===== src/rtl/res_pkg.sv =====
// Shared types and constants for the binary-to-BCD converter and its optional
// 7-segment display decoder.
package res_pkg;

    typedef enum logic [1:0] {
        IDLE   = 2'd0,
        SHIFT  = 2'd1,
        FINISH = 2'd2
    } state_t;

    localparam int DIGITS = 5;
    localparam int BCD_W  = 20;

    // Active-low gfedcba segment codes
    localparam logic [6:0] SEG_0     = 7'b1000000;
    localparam logic [6:0] SEG_1     = 7'b1111001;
    localparam logic [6:0] SEG_2     = 7'b0100100;
    localparam logic [6:0] SEG_3     = 7'b0110000;
    localparam logic [6:0] SEG_4     = 7'b0011001;
    localparam logic [6:0] SEG_5     = 7'b0010010;
    localparam logic [6:0] SEG_6     = 7'b0000010;
    localparam logic [6:0] SEG_7     = 7'b1111000;
    localparam logic [6:0] SEG_8     = 7'b0000000;
    localparam logic [6:0] SEG_9     = 7'b0010000;
    localparam logic [6:0] SEG_BLANK = 7'b1111111;

    // Pre-shift correction: every digit >= 5 gets +3 so the next shift carries correctly.
    function automatic logic [BCD_W-1:0] dd_adjust(input logic [BCD_W-1:0] acc);
        logic [BCD_W-1:0] r;
        r = acc;
        for (int i = 0; i < DIGITS; i++) begin
            if (acc[4*i +: 4] >= 4'd5) begin
                r[4*i +: 4] = acc[4*i +: 4] + 4'd3;
            end
        end
        return r;
    endfunction

endpackage


===== src/rtl/seg7_dec.sv =====
// One BCD digit to an active-low gfedcba 7-segment code; values 10..15 show blank.
module seg7_dec
    import res_pkg::*;
(
    input  logic [3:0] digit,
    output logic [6:0] seg
);

    always_comb begin
        seg = SEG_BLANK;
        case (digit)
            4'd0: seg = SEG_0;
            4'd1: seg = SEG_1;
            4'd2: seg = SEG_2;
            4'd3: seg = SEG_3;
            4'd4: seg = SEG_4;
            4'd5: seg = SEG_5;
            4'd6: seg = SEG_6;
            4'd7: seg = SEG_7;
            4'd8: seg = SEG_8;
            4'd9: seg = SEG_9;
            default: seg = SEG_BLANK;
        endcase
    end

endmodule


===== src/rtl/res_bcd.sv =====
// Fixed-latency shift-and-add-3 binary-to-BCD converter (W bits in, five digits out).
// Define RES_BCD_SEG7_EN to add the 35-bit active-low 7-segment output seg.
module res_bcd
    import res_pkg::*;
#(
    parameter int W = 16
) (
    input  logic             clk,
    input  logic             rst,
    input  logic             start,
    input  logic [W-1:0]     bin,
    output logic             busy,
    output logic             done,
    output logic [BCD_W-1:0] bcd
`ifdef RES_BCD_SEG7_EN
    ,
    output logic [7*DIGITS-1:0] seg
`endif
);

    localparam int CNT_W = $clog2(W + 1);

    state_t             state_q, state_d;
    logic [CNT_W-1:0]   cnt_q, cnt_d;
    logic [W-1:0]       sr_q, sr_d;
    logic [BCD_W-1:0]   acc_q, acc_d;
    logic [BCD_W-1:0]   bcd_q, bcd_d;
    logic               busy_q, busy_d;
    logic               done_q, done_d;
    logic [BCD_W+W-1:0] shifted;

    always_comb begin
        state_d = state_q;
        cnt_d   = cnt_q;
        sr_d    = sr_q;
        acc_d   = acc_q;
        bcd_d   = bcd_q;
        done_d  = 1'b0;
        shifted = {dd_adjust(acc_q), sr_q} << 1;

        case (state_q)
            IDLE: begin
                if (start) begin
                    sr_d    = bin;
                    acc_d   = '0;
                    cnt_d   = CNT_W'(W);
                    state_d = SHIFT;
                end
            end
            SHIFT: begin
                acc_d = shifted[BCD_W+W-1:W];
                sr_d  = shifted[W-1:0];
                cnt_d = cnt_q - 1'b1;
                // Last shift: publish the freshly shifted accumulator, not the stale one
                if (cnt_q == CNT_W'(1)) begin
                    bcd_d   = shifted[BCD_W+W-1:W];
                    done_d  = 1'b1;
                    state_d = FINISH;
                end
            end
            FINISH: begin
                state_d = IDLE;
            end
            default: begin
                state_d = IDLE;
            end
        endcase

        busy_d = (state_d != IDLE);
    end

    always_ff @(posedge clk or posedge rst) begin
        if (rst) begin
            state_q <= IDLE;
            cnt_q   <= '0;
            sr_q    <= '0;
            acc_q   <= '0;
            bcd_q   <= '0;
            busy_q  <= 1'b0;
            done_q  <= 1'b0;
        end else begin
            state_q <= state_d;
            cnt_q   <= cnt_d;
            sr_q    <= sr_d;
            acc_q   <= acc_d;
            bcd_q   <= bcd_d;
            busy_q  <= busy_d;
            done_q  <= done_d;
        end
    end

    assign busy = busy_q;
    assign done = done_q;
    assign bcd  = bcd_q;

`ifdef RES_BCD_SEG7_EN
    for (genvar g = 0; g < DIGITS; g++) begin : g_seg
        seg7_dec u_seg7_dec (
            .digit(bcd_q[4*g +: 4]),
            .seg  (seg[7*g +: 7])
        );
    end
`endif

endmodule


===== config.mk =====
export PLATFORM = sky130hd
export DESIGN_NAME = res_bcd
export DESIGN_NICKNAME = d
export VERILOG_FILES = /design/src/rtl/res_pkg.sv /design/src/rtl/seg7_dec.sv /design/src/rtl/res_bcd.sv
export SDC_FILE = /design/constraint.sdc
export NUM_CORES = 1
export LEC_CHECK = 0
export BUFFER_PORTS_ARGS = -buffer_cell sky130_fd_sc_hd__buf_2
export CORE_MARGIN = 2
export CORE_UTILIZATION = 45
export CTS_CLUSTER_SIZE = 14
export DETAILED_ROUTE_END_ITERATION = 12
export GPL_ROUTABILITY_DRIVEN = 0
export HOLD_SLACK_MARGIN = 0.05
export MAX_ROUTING_LAYER = met4
export PLACE_DENSITY = 0.7
export SYNTH_ARGS = -nofsm -noshare
export SYNTH_HDL_FRONTEND = slang
export SYNTH_SLANG_ARGS = --single-unit
export TNS_END_PERCENT = 100

===== constraint.sdc =====
create_clock -name clk -period 2.45 [get_ports clk]
set_clock_uncertainty 0.05 [all_clocks]
set_input_delay 0.245 -clock clk [delete_from_list [all_inputs] [get_ports clk]]
set_output_delay 0.245 -clock clk [all_outputs]
set_load 0.1 [all_outputs]

# Word level (Yosys, flattened, before mapping)
# Cells that the tools add are included.
classes:
  addsub: 6
  n_lt_le_gt_ge: 5
  eq_ne: 3
  muxes: 16
  reduce_logical: 5
op_table:
  columns: ["op", "count"]
  rows:
  - ["$pmux W20 S2", 1]
  - ["$pmux W16 S2", 1]
  - ["$ge A4 B3 Y1 const B", 5]
  - ["$mux W20", 1]
  - ["$add A4 B2 Y4 const B", 4]
  - ["$mux W16", 1]
  - ["$mux W4", 4]
  - ["$pmux W5 S2", 1]
  - ["$eq A5 B1 Y1 const B", 1]
  - ["$mux W5", 1]
  - ["$sub A5 B1 Y5 const B", 1]
  - ["$mux W2", 2]
  - ["$pmux W2 S2", 1]
  - ["$reduce_and A2 Y1", 2]
  - ["$reduce_bool A2 Y1", 2]
  - ["$add A3 B2 Y3 const B", 1]
  - ["$mux W3", 1]
  - ["$eq A2 B1 Y1 const B", 1]
  - ["$logic_not A2 Y1", 1]
  - ["$mux W1", 2]
  - ["$ne A2 B2 Y1 const B", 1]
word_totals:
  register_bits: 65
  input_bits: 19
  out_inout_bits: 22

# Logic depth before layout (Yosys ltp)
logic_depth:
  depth_word: 4
  mapped_depth: 7
  ltp_nobuf: 6

# Worst setup path before layout
# Ideal clock, no wire load.
synth_path:
  path_type: "reg-to-reg"
  from: "register cnt_q[1]"
  to: "register bcd_q[17], in the netlist bcd[17]"
  setup_ns: 0.128
  arrival_time_ns: 1.469
  path_slack_ns: 0.802
  stages_incl_launch_ff: 7
  path_buffers: 0
  synth_period_minus_slack_ns: 1.648
  path_cell_list: "dfrtp_1 > inv_1 > ha_1 > nor4b_4 > nand2_4 > inv_4 > mux2_1"
synth_via:
  elab_chain_cells: 2
synth_lines:
  columns: ["item", "line", "rtl"]
  rows:
  - ["from (decl)", "res_bcd.sv:24", "logic [CNT_W-1:0] cnt_q, cnt_d;"]
  - ["from (signal assigned)", "res_bcd.sv:83", "cnt_q <= cnt_d;"]
  - ["$eq A5 B1 Y1", "res_bcd.sv:55", "if (cnt_q == CNT_W'(1)) begin"]
  - ["$reduce_and A2 Y1 (no line)", null, null]
  - ["to (signal assigned)", "res_bcd.sv:78", "bcd_q <= '0;"]
  - ["to (signal assigned)", "res_bcd.sv:86", "bcd_q <= bcd_d;"]
  - ["to (decl)", "res_bcd.sv:27", "logic [BCD_W-1:0] bcd_q, bcd_d;"]
# No other way between the ends.
# A chain may end at the register's enable or synchronous reset.

# Final worst setup path
layout_path:
  from: "register state_q[1]"
  to: "register bcd_q[1], in the netlist bcd[1]"
layout_via:
  elab_chain_cells: 2
layout_lines:
  columns: ["item", "line", "rtl"]
  rows:
  - ["from (decl)", "res_bcd.sv:23", "state_t state_q, state_d;"]
  - ["from (signal assigned)", "res_bcd.sv:82", "state_q <= state_d;"]
  - ["$eq A2 B1 Y1", "res_bcd.sv:41", "case (state_q)"]
  - ["$reduce_and A2 Y1 (no line)", null, null]
# No other way between the ends.

==> flow_summary.json <==
{
  "run_status": "completed",
  "ys_top_cells_by_area": "sky130_fd_sc_hd__dfrtp_1 51%, sky130_fd_sc_hd__o21ai_0 6.3%, sky130_fd_sc_hd__a21oi_1 4.7%",
  "drt_drc_violations_left": 0,
  "io_pins": 41,
  "drtPass1Iterations": 4,
  "cp_endpoint_kind": "register",
  "vias_in_the_first_global_route": 2302,
  "netlist_cell_types": 34,
  "hold_viol": 0,
  "rsz_0062_raised_after_global_routing": "false",
  "routed_wl_um": 6473,
  "initial_antenna_violation_count": 0,
  "synth-edff-count": 0,
  "antenna_cells": 0,
  "syn_inst": 309,
  "worstMarginPinSlew_ns": 0.5999,
  "async_reset_ff_share_pct": 100.0,
  "delay_of_the_slowest_cell_on_the_worst_path_ns": 0.60,
  "drtAntennaViolNets": 0,
  "detail_route.iter0.violations": 188,
  "maxCapViolCount": 0,
  "synth-main-ff-cell": "sky130_fd_sc_hd__dfrtp_1",
  "initial_core_util_pct": 46.59,
  "synth.net_count": 340,
  "post_cts.repair.setup_buffers": 0,
  "dp_hpwl_um": 4217,
  "cp_num_buf_inv": 1,
  "synth.ff_latch_count": 65,
  "clock-sinks": 65,
  "critPathKind": "reg -> reg",
  "grt.overflow.total": 0,
  "tightest_slew_margin_relative_to_the_limit_pct": 60.01,
  "fmaxAchievable_mhz": 530.5,
  "preCtsSetupSlack_ns": 0.5771,
  "post_drt_wl_per_cell_um": 14.32,
  "hold_ws_ns": 0.1143,
  "max_transition_viols_final": 0,
  "ctsLongestPathBuffers": 2,
  "final_critical_path_share_of_the_clock_period_pct": 76.94,
  "worstSetupStartpointType": "register",
  "placeableCoreArea_um2": 6794,
  "setup-tns-final_ns": 0,
  "htree_num_levels": 3,
  "number_of_nets_in_the_finished_design": 382,
  "setup_ws_ns": 0.5648,
  "floorplan.rows": 30,
  "port-buffer-count": 40,
  "cts_root_buf": "sky130_fd_sc_hd__clkbuf_8",
  "finalSetupViolations": 0,
  "clock_insertion_delay_worst_skew_ns": 0.34,
  "drive_above_1_share_pct": 23.60,
  "critical_path.slowest_cell": "sky130_fd_sc_hd__dfrtp_1",
  "timing.hold.worst.class": "in -> reg",
  "ys_seq_area_share_pct": 51.38,
  "syn_area_per_cell_um2": 10.24,
  "post_cts_hold_fix_bufs": 1,
  "yosys.area.top_type": "sky130_fd_sc_hd__dfrtp_1",
  "synth_common_cells": "65 x sky130_fd_sc_hd__dfrtp_1, 40 x sky130_fd_sc_hd__o21ai_0, 30 x sky130_fd_sc_hd__a21oi_1",
  "post-synth-top-count-cell": "sky130_fd_sc_hd__dfrtp_1",
  "path_max_fanout": 27,
  "cts_inserted_buffers": 9,
  "synth.yosys.warnings": 0,
  "path_delay_family": "flip-flops",
  "die_y_um": 87.87,
  "worst_endpoint_required_time_ns": 2.63,
  "layout_min_cycle_time_ns": 1.885,
  "num_vias": 2399,
  "tritoncts": "built",
  "cts.repair.resized": 0,
  "critical_path.cell_chain": "nor2b_1, nand2_4, inv_4, mux2_1",
  "worst_ep_arrival_time_ns": 2.06,
  "floorplan.die_area_um2": 7721,
  "synthesis.area_um2": 3166,
  "vias_per_cell": 5.308,
  "grt_start_max_net_pins": 66,
  "grt_use_total_pct": 19.36,
  "area_growth_syn_to_layout_pct": 15.81,
  "cts.reportedPaths.clkPinSlew_ns": 0.07,
  "grt_pass1_wl_um": 11000,
  "final.fill_count": 625,
  "synthDominantCellAreaShare_pct": 51.38,
  "die_width_um": 87.87
}
layout make-up:
| cell class | count | area (um2) | area share [%] |
|---|---|---|---|
| Sequential cell | 65 | 1627 | 44.37 |
| Multi-Input combinational cell | 211 | 1378 | 37.58 |
| Timing Repair Buffer | 47 | 267.8 | 7.304 |
| Clock buffer | 14 | 172.7 | 4.710 |
| Tap cell | 96 | 120.1 | 3.276 |
| Inverter | 17 | 66.31 | 1.809 |
| Clock inverter | 2 | 35.03 | 0.9556 |
layer usage:
metal  vias to the layer above  GRT usage [%]  routed length (um)
met5                         -              -                   0
met2                        62          28.99                3012
met3                        10          5.938                 326
li1                       1169              -                   -
met1                      1158          25.09                3052
met4                         0          6.573                  80
cell families after synthesis:
logic type      Yosys count  share of synthesized area (%)
compound gates          111                          20.47
simple gates             74                          13.68
flops                    65                          51.38
buf+inv                  33                          5.099
fa+ha+maj                12                          4.743
mux                       8                          2.964
xor+xnor                  6                          1.660
path summary, 6_finish.rpt:
kind	cells past startpoint	slack, ns	from	endpoint
max	4	0.56	state_q[1]$_DFF_PP0_	bcd[1]$_DFFE_PP0P_
min	3	0.11	bin[10]	sr_q[10]$_DFFE_PP0P_
min in group asynchronous	4	0.45	rst	cnt_q[4]$_DFFE_PP0P_
min reg2reg	2	0.43	bcd[12]$_DFFE_PP0P_	bcd[12]$_DFFE_PP0P_
max in group asynchronous	4	1.61	rst	acc_q[18]$_DFFE_PP0P_
max reg2reg	4	0.56	state_q[1]$_DFF_PP0_	bcd[1]$_DFFE_PP0P_
through the flow:
stage | area (um2) | utilization [%] | instances
finish | 3666 | 53.96 | 452
global route | 3666 | 53.96 | 452
CTS | 3666 | 53.96 | 452
detailed placement | 3448 | 50.76 | 435
global placement | 3448 | 50.76 | 435
floorplan | 3166 | - | 309
registers in the layout, indices dropped and copies added (netlist names):
register,cells
busy,1
done,1
state_q,2
sr_q,16
bcd,20
cnt_q,5
acc_q,20
layout by cell type (no fill, tap or decap), drive strengths merged, types with 2 or more instances in the layout:
master and n:
a31oi 5, a22oi 15, nand3 4, inv 16, buf 46, nor3b 4, nor3 6, a22o 2
or3b 5, xnor2 6, ha 12, nor2b 17, a21oi 30, mux2 8, nand2b 7, clkbuf 14
dfrtp 65, nand2 28, o22ai 7, o21ai 51, clkinv 2
worst min-delay path, delay by kind of cell:
family / cells / cell delay, ns
AO/OA/AOI/OAI: 2 / 0.15
buffers and inverters: 1 / 0.07
Power is not shown: default switching activity piles up to over one toggle a cycle in this logic, so the estimate is an artifact.
